<file path="src/rtl/chimera_pkg.sv">
// rtl/chimera_pkg.sv - shared register offsets, wake FSM states and reset defaults
package chimera_pkg;

    localparam logic [31:0] BootAddrRstDefault = 32'h3000_0000;

    localparam logic [31:0] WakeCtrlMsipSetOffset  = 32'h00;
    localparam logic [31:0] WakeCtrlMsipClrOffset  = 32'h04;
    localparam logic [31:0] WakeCtrlClkCtrlOffset  = 32'h08;
    localparam logic [31:0] WakeCtrlBootAddrOffset = 32'h0C;
    localparam logic [31:0] WakeCtrlWakeCntOffset  = 32'h10;

    typedef enum logic [1:0] {
        GATED    = 2'd0,
        UNGATING = 2'd1,
        RUNNING  = 2'd2
    } wake_state_e;

endpackage

</file>
<file path="src/rtl/chimera_wake_settle_cnt.sv">
// rtl/chimera_wake_settle_cnt.sv - loadable down-counter giving a one-cycle done pulse after the settle window
module chimera_wake_settle_cnt #(
    parameter int unsigned ClkSettleCycles = 4
) (
    input  logic clk_i,
    input  logic rst_i,
    input  logic load_i,
    output logic done_o
);

    localparam int unsigned CntW = $clog2(ClkSettleCycles + 1);

    logic [CntW-1:0] cnt;
    logic            armed;

    // Loaded on the accepting edge; done fires in the cycle the count has reached zero,
    // so the consumer reacts ClkSettleCycles+1 edges after the load.
    always_ff @(posedge clk_i or posedge rst_i) begin
        if (rst_i) begin
            cnt   <= '0;
            armed <= 1'b0;
        end else if (load_i) begin
            cnt   <= CntW'(ClkSettleCycles);
            armed <= 1'b1;
        end else if (armed) begin
            if (cnt == '0) begin
                armed <= 1'b0;
            end else begin
                cnt <= cnt - CntW'(1);
            end
        end
    end

    assign done_o = armed && (cnt == '0);

endmodule

</file>
<file path="src/rtl/chimera_cluster_wake_ctrl.sv">
// rtl/chimera_cluster_wake_ctrl.sv - cluster clock-ungate, msip and boot-address controller; CHIMERA_WAKE_CNT_EN adds WAKE_CNT
module chimera_cluster_wake_ctrl
    import chimera_pkg::*;
#(
    parameter int unsigned NrCores         = 9,
    parameter int unsigned ClkSettleCycles = 4,
    parameter logic [31:0] BootAddrRst     = BootAddrRstDefault,
    parameter int unsigned AddrWidth       = 5
) (
    input  logic                 soc_clk_i,
    input  logic                 rst_i,
    input  logic                 reg_valid_i,
    output logic                 reg_ready_o,
    input  logic [AddrWidth-1:0] reg_addr_i,
    input  logic                 reg_write_i,
    input  logic [31:0]          reg_wdata_i,
    output logic                 rsp_valid_o,
    output logic [31:0]          rsp_rdata_o,
    output logic                 rsp_error_o,
    output logic                 clu_clk_en_o,
    output logic [NrCores-1:0]   msip_o,
    output logic [31:0]          boot_addr_o
);

    wake_state_e          state;
    logic [NrCores-1:0]   pend;
    logic [NrCores-1:0]   mask;
    logic [AddrWidth-1:0] word_addr;
    logic                 unused_addr_lsb;
    logic                 req_fire, wr_fire, wake_req, settle_done;
    logic                 sel_set, sel_clr, sel_clk, sel_boot, sel_cnt;
    logic [31:0]          rd_data;
    logic                 acc_err;

    assign reg_ready_o     = (state != UNGATING);
    assign req_fire        = reg_valid_i && reg_ready_o;
    assign wr_fire         = req_fire && reg_write_i;
    assign mask            = reg_wdata_i[NrCores-1:0];
    assign word_addr       = {reg_addr_i[AddrWidth-1:2], 2'b00};
    assign unused_addr_lsb = ^reg_addr_i[1:0];

    assign sel_set  = (word_addr == AddrWidth'(WakeCtrlMsipSetOffset));
    assign sel_clr  = (word_addr == AddrWidth'(WakeCtrlMsipClrOffset));
    assign sel_clk  = (word_addr == AddrWidth'(WakeCtrlClkCtrlOffset));
    assign sel_boot = (word_addr == AddrWidth'(WakeCtrlBootAddrOffset));

    assign wake_req = (state == GATED) && wr_fire &&
                      ((sel_set && (|mask)) || (sel_clk && reg_wdata_i[0]));

`ifdef CHIMERA_WAKE_CNT_EN
    logic [31:0] wake_cnt;

    assign sel_cnt = (word_addr == AddrWidth'(WakeCtrlWakeCntOffset));

    always_ff @(posedge soc_clk_i or posedge rst_i) begin
        if (rst_i) begin
            wake_cnt <= '0;
        end else if (wr_fire && sel_cnt) begin
            wake_cnt <= '0;
        end else if (wake_req) begin
            wake_cnt <= wake_cnt + 32'd1;
        end
    end
`else
    assign sel_cnt = 1'b0;
`endif

    always_comb begin
        rd_data = '0;
        acc_err = 1'b0;
        if (sel_set) begin
            rd_data = 32'(msip_o);
        end else if (sel_clr) begin
            rd_data = '0;
        end else if (sel_clk) begin
            rd_data = {31'b0, clu_clk_en_o};
            // Gating with interrupts still pending would strand them on a stopped clock.
            acc_err = reg_write_i && !reg_wdata_i[0] && (state == RUNNING) && (|msip_o);
        end else if (sel_boot) begin
            rd_data = boot_addr_o;
`ifdef CHIMERA_WAKE_CNT_EN
        end else if (sel_cnt) begin
            rd_data = wake_cnt;
`endif
        end else begin
            acc_err = 1'b1;
        end
        if (reg_write_i || acc_err) begin
            rd_data = '0;
        end
    end

    chimera_wake_settle_cnt #(
        .ClkSettleCycles(ClkSettleCycles)
    ) u_settle (
        .clk_i (soc_clk_i),
        .rst_i (rst_i),
        .load_i(wake_req),
        .done_o(settle_done)
    );

    always_ff @(posedge soc_clk_i or posedge rst_i) begin
        if (rst_i) begin
            state        <= GATED;
            clu_clk_en_o <= 1'b0;
            msip_o       <= '0;
            pend         <= '0;
            boot_addr_o  <= BootAddrRst;
            rsp_valid_o  <= 1'b0;
            rsp_rdata_o  <= '0;
            rsp_error_o  <= 1'b0;
        end else begin
            rsp_valid_o <= req_fire;
            rsp_rdata_o <= req_fire ? rd_data : 32'd0;
            rsp_error_o <= req_fire && acc_err;

            case (state)
                GATED: begin
                    if (wake_req) begin
                        state        <= UNGATING;
                        clu_clk_en_o <= 1'b1;
                        pend         <= sel_set ? mask : '0;
                    end
                end
                UNGATING: begin
                    if (settle_done) begin
                        state  <= RUNNING;
                        msip_o <= msip_o | pend;
                        pend   <= '0;
                    end
                end
                RUNNING: begin
                    if (wr_fire && sel_clk && !reg_wdata_i[0] && !(|msip_o)) begin
                        state        <= GATED;
                        clu_clk_en_o <= 1'b0;
                    end
                end
                default: begin
                    state        <= GATED;
                    clu_clk_en_o <= 1'b0;
                end
            endcase

            if (wr_fire && sel_set && (state == RUNNING)) begin
                msip_o <= msip_o | mask;
            end
            if (wr_fire && sel_clr) begin
                msip_o <= msip_o & ~mask;
            end
            if (wr_fire && sel_boot) begin
                boot_addr_o <= reg_wdata_i;
            end
        end
    end

endmodule

</file>
<file path="config.mk">
export PLATFORM = sky130hd
export DESIGN_NAME = chimera_cluster_wake_ctrl
export DESIGN_NICKNAME = d
export VERILOG_FILES = /design/src/rtl/chimera_pkg.sv /design/src/rtl/chimera_wake_settle_cnt.sv /design/src/rtl/chimera_cluster_wake_ctrl.sv
export SDC_FILE = /design/constraint.sdc
export NUM_CORES = 1
export LEC_CHECK = 0
export BUFFER_PORTS_ARGS = -buffer_cell sky130_fd_sc_hd__buf_2
export CAP_MARGIN = 20
export CELL_PAD_IN_SITES_DETAIL_PLACEMENT = 0
export CELL_PAD_IN_SITES_GLOBAL_PLACEMENT = 1
export CORE_UTILIZATION = 39
export DETAILED_ROUTE_END_ITERATION = 7
export PLACE_DENSITY = 0.78
export SLEW_MARGIN = 10
export SYNTH_ARGS = -nofsm -noshare
export SYNTH_HDL_FRONTEND = slang
export SYNTH_SLANG_ARGS = --single-unit
</file>
<file path="constraint.sdc">
create_clock -name soc_clk_i -period 3.2 [get_ports soc_clk_i]
set_input_delay 0.16 -clock soc_clk_i [delete_from_list [all_inputs] [get_ports soc_clk_i]]
set_output_delay 0.16 -clock soc_clk_i [all_outputs]
set_load 0.005 [all_outputs]
</file>
# Word level (Yosys, flattened, before mapping)

Index checks and enable logic that the tools add are counted.

Logic and storage cells: 93
Output and inout port bits: 77
Register bits: 91
Input bits: 41

Equal/unequal tests: 10
Reduce and logical (&&, ||, !) cells: 36
Multiplexer cells: 31
Add/subtract/negate cells: 1
Bitwise gates (word level): 5

Operators by type and width:

| operator                                               | count |
|---|---|
| 2-to-1 mux 32 bit                                      | 6 |
| 2-to-1 mux 9 bit                                       | 7 |
| logical AND 1 bit                                      | 18 |
| bitwise OR 9 bit                                       | 2 |
| one-hot mux 9 bit (2 select lines)                     | 1 |
| OR reduction 9 bit                                     | 2 |
| AND 9 bit                                              | 1 |
| 2-to-1 mux 1 bit                                       | 9 |
| 2-to-1 mux 3 bit                                       | 3 |
| NOT 9 bit                                              | 1 |
| AND reduction 3 bit                                    | 3 |
| inequality test 2 x 1 -> 1 bit (second input constant) | 4 |
| == test 3 x 2 -> 1 bit (second input constant)         | 2 |
| 2-to-1 mux 2 bit                                       | 3 |
| one-hot mux 2 bit (3 select lines)                     | 1 |
| nonzero test 3 bit                                     | 2 |
| zero test 5 bit                                        | 1 |
| AND reduction 2 bit                                    | 2 |
| nonzero test 2 bit                                     | 2 |
| == test 3 x 1 -> 1 bit (second input constant)         | 1 |
| zero test 3 bit                                        | 1 |
| one-hot mux 1 bit (3 select lines)                     | 1 |
| subtractor 3 x 1 -> 3 bit (second input constant)      | 1 |
| == test 2 x 1 -> 1 bit (second input constant)         | 1 |
| 6 further kinds                                        | 8 |

# Longest topological paths before layout

Gate-level depths: netlist (run 1).

Depth in word-level cells: 10
Gate-level depth with buffers: 7
Gate-level depth less buffers: 6

# Modules after synthesis

Synthesis (run 1) repeated with hierarchy kept, for this count alone.

Cell total of the unflattened synthesis: 265
Area, all modules: 3,652.3 um2

Modules (own cells, without submodules):

| module                    | times used | area an instance (um2) | cells each | sequential area each (um2) |
|---|---|---|---|---|
| chimera_cluster_wake_ctrl | 1          | 3,415.8                | 243        | 2,179.6 |
| chimera_wake_settle_cnt   | 1          | 236.5                  | 22         | 100.1 |

# Least setup slack after synthesis (run 1)

No wires, ideal clock.

Path kind: reg2reg
From: register state[1]
To: register msip_o[0]
Setup slack: 1.477 ns
Arrival: 1.597 ns
Library setup time: 0.126 ns
Path buffers: 2
Clock period less this slack: 1.723 ns
Required time: 3.074 ns
Stages on the path, launching flop included: 8
Cell sequence: dfrtp_1 > and2b_4 > inv_4 > and4b_1 > buf_6 > and4b_1 > buf_6 > a221o_1

Longest elaborated chain between the ends: 7
Elaborated cells between the ends (all ways): 13
Those cells by class: eq/ne: 3; mux: 2; reduce/logical: 8

RTL lines:

| element                                                                  | RTL line                         | source |
|---|---|---|
| start: declaration                                                       | chimera_cluster_wake_ctrl.sv:25  | `wake_state_e state;` |
| start signal: assignment                                                 | chimera_cluster_wake_ctrl.sv:104 | `state <= GATED;` |
| start signal: assignment                                                 | chimera_cluster_wake_ctrl.sv:120 | `state <= UNGATING;` |
| start signal: assignment                                                 | chimera_cluster_wake_ctrl.sv:127 | `state <= RUNNING;` |
| inequality test 2 x 1 -> 1 bit *                                         | chimera_cluster_wake_ctrl.sv:35  | `assign reg_ready_o = (state != UNGATING);` |
| named net reg_ready_o                                                    | chimera_cluster_wake_ctrl.sv:13  | `output logic reg_ready_o,` |
| logical AND 1 bit *                                                      | chimera_cluster_wake_ctrl.sv:36  | `assign req_fire = reg_valid_i && reg_ready_o;` |
| logical AND 1 bit *                                                      | chimera_cluster_wake_ctrl.sv:37  | `assign wr_fire = req_fire && reg_write_i;` |
| logical AND 1 bit (2 in series)                                          | chimera_cluster_wake_ctrl.sv:144 | `if (wr_fire && sel_set && (state == RUNNING)) begin` |
| nonzero test 3 bit (no line) / 2-to-1 mux 9 bit (equally long branches)  | n/a                              |  |
| AND reduction 2 bit (no line) / 2-to-1 mux 9 bit (equally long branches) | n/a                              |  |
| end signal: assignment                                                   | chimera_cluster_wake_ctrl.sv:128 | `msip_o <= msip_o \| pend;` |
| end signal: assignment                                                   | chimera_cluster_wake_ctrl.sv:145 | `msip_o <= msip_o \| mask;` |
| end signal: assignment                                                   | chimera_cluster_wake_ctrl.sv:148 | `msip_o <= msip_o & ~mask;` |
| end: declaration                                                         | chimera_cluster_wake_ctrl.sv:21  | `output logic [NrCores-1:0] msip_o,` |

The timed path passes the listed nets; every way through them passes the cells marked *.
A chain may end at the register's enable or synchronous reset.

# Worst setup path after layout (run 1)

From: register state[0]
To: register rsp_rdata_o[21]

Longest elaborated chain between the ends: 9
Elaborated cells between the ends (all ways): 11
Those cells by class: eq/ne: 2; mux: 5; reduce/logical: 4

RTL lines:

| element                         | RTL line                         | source |
|---|---|---|
| == test 2 bit                   | chimera_cluster_wake_ctrl.sv:78  | `acc_err = reg_write_i && !reg_wdata_i[0] && (state == RUNNING) && (\|msip_o);` |
| logical AND 1 bit (2 in series) | chimera_cluster_wake_ctrl.sv:78  |  |
| 2-to-1 mux 1 bit                | chimera_cluster_wake_ctrl.sv:75  | `end else if (sel_clk) begin` |
| 2-to-1 mux 1 bit                | chimera_cluster_wake_ctrl.sv:73  | `end else if (sel_clr) begin` |
| 2-to-1 mux 1 bit                | chimera_cluster_wake_ctrl.sv:71  | `if (sel_set) begin` |
| logical OR 1 bit                | chimera_cluster_wake_ctrl.sv:88  | `if (reg_write_i \|\| acc_err) begin` |
| 2-to-1 mux 32 bit               | chimera_cluster_wake_ctrl.sv:88  |  |
| 2-to-1 mux 32 bit *             | chimera_cluster_wake_ctrl.sv:114 | `rsp_rdata_o <= req_fire ? rd_data : 32'd0;` |
| end signal: assignment          | chimera_cluster_wake_ctrl.sv:114 |  |
| end: declaration                | chimera_cluster_wake_ctrl.sv:18  | `output logic [31:0] rsp_rdata_o,` |

Every way passes the cells marked *; elsewhere a longest branch is shown, timed or not.

==> results of run 1 <==
## power by group through the flow
stage / Sequential [uW] / Combinational [uW] / Clock [uW]
3_5_place_dp: 1740 / 905 / 0
2_1_floorplan: 1710 / 500 / 0
6_report: 1720 / 891 / 796
3_3_place_gp: 1730 / 885 / 0
5_1_grt: 1770 / 994 / 864
4_1_cts: 1720 / 908 / 817
## kinds of logic (layout without fill, tap and decap cells)
| group | Yosys count | count (layout) | synth area share [%] |
|---|---|---|---|
| simple gates | 75 | 75 | 12.9 |
| xor+xnor | 1 | 1 | 0.244 |
| fa+ha+maj | 2 | 2 | 0.698 |
| mux | 32 | 32 | 10.1 |
| flops | 91 | 91 | 63.6 |
| buf+inv | 17 | 143 | 2.44 |
| compound gates | 45 | 45 | 10.1 |
## cells in the final DEF, fill, tap and decap left out, types with 2 or more instances in the layout
| master | synthesis | layout |
|---|---|---|
| a22o_1 | 9 | 9 |
| clkbuf_8 | 0 | 9 |
| mux2_1 | 5 | 5 |
| mux2_2 | 27 | 27 |
| nor4_1 | 3 | 3 |
| buf_4 | 0 | 4 |
| and2_1 | 25 | 25 |
| a21boi_0 | 9 | 9 |
| nand2b_1 | 4 | 4 |
| a22oi_1 | 8 | 8 |
| dlygate4sd3_1 | 0 | 2 |
| and4b_1 | 3 | 3 |
| o21ai_0 | 2 | 2 |
| inv_1 | 5 | 4 |
| dfrtp_1 | 89 | 89 |
| dfstp_2 | 2 | 2 |
| ha_1 | 2 | 2 |
| clkinv_4 | 0 | 3 |
| nand3_1 | 2 | 2 |
| a21oi_1 | 4 | 4 |
| a221o_1 | 9 | 9 |
| nand2_1 | 9 | 9 |
| buf_2 | 5 | 115 |
| nor3_1 | 5 | 5 |
| nor2_1 | 13 | 12 |
## cell type report
class	instances	share of cell area, %
Inverter	6	0.585
Timing Repair Buffer	121	13.9
Multi-Input combinational cell	155	27.3
Sequential cell	91	50.7
Clock buffer	10	2.84
Clock inverter	6	1.67
Tap cell	108	3.01
## registers in the layout, indices dropped and copies added, names as in the netlist
name            flops
msip_o              9
rsp_error_o         1
boot_addr_o        32
rsp_valid_o         1
pend                9
clu_clk_en_o        1
rsp_rdata_o        32
u_settle.armed      1
u_settle.cnt        3
state               2
## worst paths after layout
path	start	end	depth (start not counted)
setup / recovery	state[0]	rsp_rdata_o[21]	4
hold / removal	reg_wdata_i[19]	boot_addr_o[19]	2
setup reg to reg	state[0]	rsp_rdata_o[21]	4
hold reg to reg	boot_addr_o[23]	rsp_rdata_o[23]	1
max in group asynchronous	rst_i	boot_addr_o[29]	4
min in group asynchronous	rst_i	rsp_rdata_o[12]	3
## stage by stage
step / area (um^2) / std cells / hold slack [ps] / utilization, %
5_1_grt: 4490 / 497 / 6.19 / 51.0
4_1_cts: 4490 / 497 / 4.52 / 51.0
6_report: 4490 / 497 / 19.9 / 51.0
2_1_floorplan: 3580 / 263 / 287 / -
3_5_place_dp: 4270 / 479 / 232 / 48.5
3_3_place_gp: 4270 / 479 / 227 / 48.5
## per-layer routing
metal,share of wire [%],vias up,track usage (%)
met5,0,-,0
met4,0.80,0,7.81
met3,6.5,8,3.58
met2,46,103,27.6
met1,46,1253,24.5
li1,-,1181,-
## worst max-delay path: stages, from the launching register on
cell and delay (ps):
dfrtp_1 430, and2b_4 210, nor4b_4 520, and2b_1 630
and2_1 210
## timing repair
action / CTS / global route
setup endpoints to repair: 0 / 0
hold endpoints to repair: 33 / 0
hold buffers: 2 / 0
==> summary.md, run 1 <==
| Metric | Value |
|---|---|
| Detail Route Antenna Nets | `0` |
| Async S/R FF share, synth | `100%` |
| CORE AREA | `just under 9000 um^2` |
| Worst Path Required | `3490 ps` |
| Critical Path Fanout Max | `23` |
| Count of cell types in the netlist | `40` |
| CTS Root Cell | `clkbuf_8` |
| Tightest Pin Transition | `802 ps` |
| Sequential Area | `2280 um^2` |
| H-tree depth | `3` |
| Inserted Clock Buffers | `9` |
| Vias in the first global route | `2571` |
| Final setup vio count | `0` |
| Max transition margin | `46.4%` |
| Flops & latches, synth | `91` |
| Dominant cell type by area after synthesis | `dfrtp_1` |
| First-pass GRT wire length | `13200 um` |
| Die X-Extent | `97.9 um` |
| Average vias per placed instance | `5.12` |
| Gr usage total | `17.9%` |
| DR vias | `roughly 2500` |
| Leakage power | `0.00234 uW` |
| Yosys synthesis warning count | `0` |
| Share of cells above drive strength 1 | `44.2%` |
| Post-CTS Setup Repair Bufs | `0` |
| GRT overflow | `0` |
| Post-Syn Area | `3580 um^2` |
| Final Hold Viols | `0` |
| Clk pin slew, worst setup/hold paths | `approximately 100 ps` |
| CTS tree | `yes` |
| Status | `finished with violations` |
| Net Sw Frac | `between 30% and 40%` |
| I/O pins | `118` |
| Synth-to-layout area growth | `25.4%` |
| Seq pwr share | `between 50% and 60%` |
| Internal | `between 2000 and 2500 uW` |
| Worst hold path type | `primary input to flip-flop` |
| Ranking of synthesized cells by area | `dfrtp_1 (62%), mux2_2 (8.5%), and2_1 (4.4%), a221o_1 (2.5%), a22o_1 (2.2%)` |
| Final net count | `427` |
| Multi-input combinational cell area | `1220 um^2` |
| Post-synth EDFFs | `0` |
| Antenna violations before repair | `0` |
| Mapped Cells | `263` |
| Fin. max-slew vios | `0` |
| PortBufs | `115` |
| # DRC | `14` |
| Worst Slack Setup Final | `approximately 1100 ps` |
| Crit end category | `flip-flop` |
| Final wirelength | `8100 um` |
| RSZ-0062 raised after global routing | `no` |
| Setup tns final | `0 ps` |
| Fillers | `790` |
| Final Skew | `14.1 ps` |
| Sw power | `1060 uW` |
| Register area share after synthesis | `63.6%` |
| Drt pass-1 iters | `7` |
| Ant diodes | `0` |
| Post_cts resized | `0` |
| Clock Sinks | `between 90 and 100` |
| Gpl congestion | `0.794` |
| CP Class | `flip-flop to flip-flop` |
| Count leader, synth | `dfrtp_1` |
| Max clock buf depth | `2` |
| PD cells | `758 nW/um^2` |
| Ys flop type | `dfrtp_1` |
| Total Power | `3410 uW` |
| Arr. time, crit path | `2370 ps` |
| Min cycle time layout | `2080 ps` |
| Startpoint Class | `flip-flop` |
| Clock power share | `23.4%` |
| Die Y | `97.9 um` |
| Mapped Avg Cell Area | `13.6 um^2` |
| Flop-to-flop setup slack | `1120 ps` |
| Peak VDD IR | `0.318 mV` |
| WL per Instance | `16.3 um` |
| Fin crit share | `about 65%` |
| Fmax | `0.482 GHz` |
| Logic pwr share | `26.2%` |
| Dpl hpwl | `5740 um` |
| Detailed router's first-iteration violation count | `between 70 and 80` |
| Die Area | `9580 um^2` |
| DP Worst Slack | `1110 ps` |
| Failing checks | `design-rule violations` |
| Largest net degree at the start of global routing | `35` |
| Synth top area share | `62.1%` |
| Clock latency on the worst-skew pair | `360 ps` |
| Most instantiated cells after synthesis | `dfrtp_1 (89), mux2_2 (27), and2_1 (25)` |
| Max cap viols | `0` |
| Initial core utilization | `40.7%` |
| Cell row count | `34` |
| Syn Nets | `306` |
No activity file was read; power rests on OpenSTA's default activity.
==> run 2: changes to the inputs <==
- clock period: 3.2 -> 2 ns (I/O delays scaled with it)
==> run 2 against run 1 <==
The flow still finishes with violations (design-rule violations). Sequential power up 60%. Utilization up 3.1 points. Count of clock-buffer cells in the layout unchanged. Clock power up 49%. Critical path depth up 1. Sequential cell count unchanged. Die area unchanged. Power up 59%. Fmax up 19%. Highest routed layer unchanged.
==> summary.md, run 2 (same netlist as run 1, synthesis figures left out) <==
| Metric | Value |
|---|---|
| Final core utilization | `54.1% (+3.1 points)` |
| DP Worst Slack | `260 ps (-850 ps)` |
| Die X-Extent | `97.9 um (unchanged)` |
| Net Sw Frac | `31.5% (+0.48 points)` |
| Worst hold path type | `primary input to flip-flop` |
| Min cycle time layout | `1750 ps (-328 ps)` |
| Worst Path Required | `2240 ps (-1250 ps)` |
| Post-CTS Setup Repair Bufs | `0 (unchanged)` |
| Final net count | `454 (+6.3%)` |
| Sw power | `1710 uW (+62%)` |
| Arr. time, crit path | `1980 ps (-390 ps)` |
| DR vias | `2642 (+3.8%)` |
| Hold Path Cell Cnt | `2 (unchanged)` |
| Detailed router's first-iteration violation count | `117 (+58%)` |
| Gr usage total | `18.3% (+0.41 points)` |
| Fillers | `766 (-3.0%)` |
| CP Class | `flip-flop to flip-flop` |
| Clock power share | `22.0% (-1.4 points)` |
| Hold path startpoint | `reg_wdata_i[4]` |
| Max cap viols | `0 (unchanged)` |
| Initial core utilization | `40.7% (unchanged)` |
| FF-to-FF Start | `state[1]` |
| Final setup vio count | `0 (unchanged)` |
| Setup tns final | `0 ps (unchanged)` |
| Vias in the first global route | `2728 (+6.1%)` |
| Clock latency on the worst-skew pair | `360 ps (about the same)` |
| Fin. max-slew vios | `0 (unchanged)` |
| Max clock buf depth | `2 (unchanged)` |
| Detail Route Antenna Nets | `0 (unchanged)` |
| Most frequent cells in the layout | `buf_2 (115), dfrtp_1 (89), mux2_2 (27)` |
| # DRC | `14 (unchanged)` |
| Family with the most delay on the worst path | `simple AND/OR/NAND/NOR gates` |
| Critical Path Fanout Max | `9 (-61%)` |
| CP max stage delay | `420 ps (-210 ps)` |
| Final Hold Viols | `0 (unchanged)` |
| PD cells | `1140 nW/um^2 (+50%)` |
| Flop-to-flop setup slack | `250 ps (-870 ps)` |
| PortBufs | `115 (unchanged)` |
| Inserted Clock Buffers | `9 (unchanged)` |
| Crit-path cells | `and2b_4 > inv_4 > and4b_1 > and4b_1 > a221o_1` |
| Final std cells w/o fill | `524 (+5.4%)` |
| Worst Slack Setup Final | `252 ps (-872 ps)` |
| First-pass GRT wire length | `13700 um (+3.3%)` |
| Antenna violations before repair | `0 (unchanged)` |
| Die Area | `9580 um^2 (unchanged)` |
| Final wirelength | `8270 um (+2.1%)` |
| WHS Endpoint | `pend[4]` |
| Regs by FF count | `boot_addr_o: 32 flops, rsp_rdata_o: 32 flops` |
| RR Endpoint | `msip_o[6]` |
| Peak VDD IR | `0.568 mV (+79%)` |
| RSZ-0062 raised after global routing | `no` |
| Logic pwr share | `27.1% (+0.9 points)` |
| Status | `finished with violations` |
| Crit end category | `flip-flop` |
| Most common cell after layout, fill and taps aside | `buf_2` |
| Post_cts resized | `0 (unchanged)` |
| CP dominant cell by count | `and4b_1` |
| Worst R2R Path Depth | `5 (+1)` |
| Synth-to-layout area growth | `33.0%` |
| CORE AREA | `8810 um^2 (unchanged)` |
| Gpl congestion | `0.864 (+8.8%)` |
| Clock Sinks | `91 (unchanged)` |
| Fmax | `0.572 GHz (+19%)` |
| WL per Instance | `15.8 um (-3.2%)` |
| Dpl hpwl | `5590 um (-2.5%)` |
| Slowest cell on the critical path | `dfrtp_1` |
| Placed cells | `484 (+1.0%)` |
| Seq pwr share | `51.0% (+0.6 points)` |
| Tightest Pin Transition | `464 ps (-338 ps)` |
| Failing checks | `design-rule violations` |
| Share of cells above drive strength 1 | `42.8% (-1.4 points)` |
| Drt pass-1 iters | `6 (-1)` |
| Internal | `3710 uW (+58%)` |
| CTS Root Cell | `clkbuf_8` |
| Largest net degree at the start of global routing | `92 (+160%)` |
| Cell row count | `34 (unchanged)` |
| Average vias per placed instance | `5.04 (-1.5%)` |
| Clk pin slew, worst setup/hold paths | `90 ps (about the same)` |
| Max transition margin | `69.1% (+23 points)` |
| H-tree depth | `3 (unchanged)` |
| WP buf/inv | `1 (+1)` |
| Ant diodes | `0 (unchanged)` |
| Startpoint Class | `flip-flop` |
| I/O pins | `118 (unchanged)` |
| Die Y | `97.9 um (unchanged)` |
| Final Skew | `8.95 ps (-5.17 ps)` |
| Fin crit share | `87.4% (+23 points)` |
| CTS tree | `yes` |
| Leakage power | `0.00246 uW (+5.1%)` |
| GRT overflow | `0 (unchanged)` |
## run 2: changes by cell type in the layout (fill, tap and decap cells not counted)
cell / before / now
dlygate4sd3_1: 2 / 24
inv_6: 0 / 4
buf_4: 4 / 7
clkinv_4: 3 / 0
buf_12: 0 / 2
bufinv_16: 1 / 0
clkbuf_1: 1 / 0
clkbuf_8: 9 / 10
clkinv_2: 1 / 0
clkinvlp_4: 1 / 2
## run 2: layout make-up
cell class | instances | area [um^2] | share of cell area (%)
Sequential cell | 91 | 2280 | 47.8
Multi-Input combinational cell | 155 | 1220 | 25.7
Timing Repair Buffer | 148 | 908 | 19.1
Clock buffer | 10 | 138 | 2.89
Tap cell | 108 | 135 | 2.83
Clock inverter | 6 | 53.8 | 1.13
Inverter | 6 | 28.8 | 0.604
## run 2: layer usage
metal  GRT usage [%]  wire length, um
met1            25.0             3560
met2            28.9             3980
met3            3.72              603
met4            6.76              129
met5               0                0
## run 2: how the worst max path moves through the flow
stage	cells past startpoint	startpoint	endpoint	slack, ps
2_1_floorplan	7	state[1]	msip_o[0]	280
3_3_place_gp	5	state[1]	msip_o[6]	290
3_5_place_dp	5	state[1]	msip_o[6]	260
4_1_cts	5	state[1]	msip_o[6]	240
5_1_grt	5	state[1]	msip_o[6]	160
6_report	5	state[1]	msip_o[6]	250
## run 2: per-stage QoR
stage	cell area, um^2	power (uW)	hold WS, ps
3_3_place_gp	4340	4190	276
6_report	4770	5430	23.2
2_1_floorplan	3590	3540	227
5_1_grt	4770	5790	24.7
3_5_place_dp	4340	4240	281
4_1_cts	4770	5490	7.29
## run 2: power groups by stage
stage	logic (uW)	clock network, uW	registers (uW)
2_1_floorplan	800	0	2740
3_3_place_gp	1410	0	2770
3_5_place_dp	1440	0	2800
4_1_cts	1480	1240	2760
5_1_grt	1630	1320	2840
6_report	1470	1190	2760
## run 2: what timing repair did
action                     in CTS  in global routing
hold buffers                   24                  0
setup endpoints to repair       0                  0
hold endpoints to repair      112                  0
==> run 3: changes to the inputs <==
- CORE_ASPECT_RATIO: default -> 1.2
==> run 3 against run 2 <==
The flow now finishes without violations. Sequential power is essentially flat. Via count about the same. First-iteration DRC count down 23%. Register-to-register slack barely moved. Largest cell class unchanged.
==> summary.md, run 3 (same netlist as run 1, synthesis figures left out) <==
| Metric | Value |
|---|---|
| Status | `finished, final reports clean` |
| Detail Route Antenna Nets | `0 (unchanged)` |
| Busiest grt layer | `met2` |
| RSZ-0062 raised after global routing | `no` |
| Die Y | `107 um (+9.4%)` |
| WHS Endpoint | `pend[5]` |
| Worst Slack Setup Final | `243 ps (-9.29 ps)` |
| Post_cts resized | `0 (unchanged)` |
| Final net count | `456 (+0.44%)` |
| DP Worst Slack | `253 ps (-6.79 ps)` |
| CP max stage delay | `420 ps (about the same)` |
| Final wirelength | `7960 um (-3.7%)` |
| Max transition margin | `67.3% (-1.8 points)` |
| M2 GR Usage | `28.1% (-0.79 points)` |
| RR Endpoint | `msip_o[4]` |
| PD cells | `1140 nW/um^2 (+0.24%)` |
| CP dominant cell by count | `and4b_1` |
| CTS Root Cell | `clkbuf_8` |
| DR vias | `2641 (-0.038%)` |
| First-pass GRT wire length | `12600 um (-7.5%)` |
| Hold path startpoint | `reg_wdata_i[5]` |
| Synth-to-layout area growth | `34.0%` |
| Dpl hpwl | `5600 um (about the same)` |
| WL per Instance | `14.9 um (-5.5%)` |
| PortBufs | `115 (unchanged)` |
| Seq pwr share | `50.3% (-0.7 points)` |
| Gpl congestion | `0.849 (-1.7%)` |
| H-tree depth | `3 (unchanged)` |
| Die X-Extent | `89.5 um (-8.5%)` |
| Final Skew | `8.11 ps (-0.840 ps)` |
| GRT overflow | `0 (unchanged)` |
| Gr usage total | `17.6% (-0.71 points)` |
| Largest net degree at the start of global routing | `58 (-37%)` |
| Final Hold Viols | `0 (unchanged)` |
| Cell row count | `37 (+8.8%)` |
| Worst R2R Path Depth | `5 (unchanged)` |
| Arr. time, crit path | `2000 ps (+20 ps)` |
| Critical Path Fanout Max | `9 (unchanged)` |
| Fin crit share | `87.9% (+0.46 points)` |
| Most frequent cells in the layout | `buf_2 (115), dfrtp_1 (89), mux2_2 (27)` |
| Slowest cell on the critical path | `dfrtp_1` |
| Worst Path Required | `2240 ps (about the same)` |
| Hold Path Cell Cnt | `2 (unchanged)` |
| Startpoint Class | `flip-flop` |
| Fin. max-slew vios | `0 (unchanged)` |
| Min cycle time layout | `1760 ps (+9.29 ps)` |
| Clk pin slew, worst setup/hold paths | `100 ps (about the same)` |
| Crit-path cells | `and2b_4 > inv_4 > and4b_1 > and4b_1 > a221o_1` |
| I/O pins | `118 (unchanged)` |
| FF-to-FF Start | `state[1]` |
| Average vias per placed instance | `4.95 (-1.9%)` |
| Met3 Use GR | `4.16% (+0.43 points)` |
| Ant diodes | `0 (unchanged)` |
| Clock latency on the worst-skew pair | `360 ps (about the same)` |
| Fmax | `0.569 GHz (-0.53%)` |
| Detailed router's first-iteration violation count | `90 (-23%)` |
| Initial core utilization | `41.0% (+0.26 points)` |
| Final setup vio count | `0 (unchanged)` |
| Logic pwr share | `26.8% (-0.3 points)` |
| CORE AREA | `8750 um^2 (-0.64%)` |
| Final std cells w/o fill | `534 (+1.9%)` |
| Die Area | `9580 um^2 (about the same)` |
| Net Sw Frac | `30.7% (-0.81 points)` |
| Regs by FF count | `boot_addr_o: 32 flops, rsp_rdata_o: 32 flops` |
| Drt pass-1 iters | `4 (-2)` |
| Leakage power | `0.00248 uW (+0.61%)` |
| Worst hold path type | `primary input to flip-flop` |
| Placed cells | `493 (+1.9%)` |
| Sw power | `1680 uW (-1.6%)` |
| Clock Sinks | `91 (unchanged)` |
| Clock power share | `23.0% (+1.0 points)` |
| Fillers | `767 (+0.13%)` |
| Most common cell after layout, fill and taps aside | `buf_2` |
| Share of cells above drive strength 1 | `42.4% (-0.34 points)` |
| CTS tree | `yes` |
| Peak VDD IR | `0.592 mV (+4.1%)` |
| Vias in the first global route | `2566 (-5.9%)` |
| Internal | `3800 uW (+2.2%)` |
| Antenna violations before repair | `0 (unchanged)` |
| Flop-to-flop setup slack | `240 ps (about the same)` |
| # DRC | `0 (-14)` |
| Max clock buf depth | `2 (unchanged)` |
| Tightest Pin Transition | `491 ps (+27.1 ps)` |
| GR Layer Usage met1 | `22.9% (-2.1 points)` |
| CP Class | `flip-flop to flip-flop` |
| Setup tns final | `0 ps (unchanged)` |
| Inserted Clock Buffers | `9 (unchanged)` |
| Max cap viols | `0 (unchanged)` |
| Crit end category | `flip-flop` |
run 3: changes by cell type in the layout (fill, tap and decap cells not counted), sizes merged:
cell         before  now
bufinv            0    1
clkbuf           10    9
clkinv            0    1
clkinvlp          2    1
dlygate4sd3      24   26
inv              10    9
run 3: cell type report:
class,count,area (um^2),area share [%]
Sequential cell,91,2280,47.4
Multi-Input combinational cell,155,1220,25.5
Timing Repair Buffer,150,928,19.3
Tap cell,117,146,3.05
Clock buffer,9,124,2.58
Clock inverter,6,72.6,1.51
Inverter,6,28.8,0.599
run 3: how the worst max path moves through the flow:
stage | from | endpoint | slack [ps]
2_1_floorplan | state[1] | msip_o[0] | 280
5_1_grt | reg_wdata_i[4] | pend[0] | 160
3_3_place_gp | state[1] | msip_o[7] | 280
6_report | state[1] | msip_o[4] | 240
4_1_cts | state[1] | msip_o[3] | 240
3_5_place_dp | state[1] | msip_o[3] | 250
run 3: power by group through the flow:
stage | Sequential [uW] | Clock, uW | Combinational (uW)
after floorplan | 2740 | 0 | 800
after global placement | 2770 | 0 | 1410
after detailed placement | 2790 | 0 | 1450
after CTS | 2750 | 1300 | 1490
after global routing | 2840 | 1370 | 1630
final | 2760 | 1260 | 1470
run 3: repair_timing:
item | in CTS | in global routing
hold buffers | 26 | 0
setup buffers | 0 | 0
hold endpoints to repair | 41 | 0
endpoints found under the setup margin | 0 | 0
run 3: worst max-delay path, delay by kind of cell, from the launching register on:
family	cells	cell delay [ps]
DFF	1	420
buffers and inverters	1	60
AOI/OAI and AO/OA	1	350
and+or+nand+nor	3	820
run 3: through the flow:
stage | utilization, % | power (uW) | area [um^2] | hold WS [ps]
4_1_cts | 54.9 | 5550 | 4800 | 0.379
3_3_place_gp | 49.7 | 4170 | 4350 | 123
2_1_floorplan | - | 3540 | 3590 | 227
5_1_grt | 54.9 | 5850 | 4800 | 17.2
3_5_place_dp | 49.7 | 4240 | 4350 | 123
6_report | 54.9 | 5480 | 4800 | 18.0
run 3: routing by layer:
layer	share of wire [%]	vias to the layer above	wire length, um
met3	5.5	12	435
met1	43	1293	3460
met4	1.8	0	140
met5	0	-	0
li1	-	1241	-
met2	49	95	3930
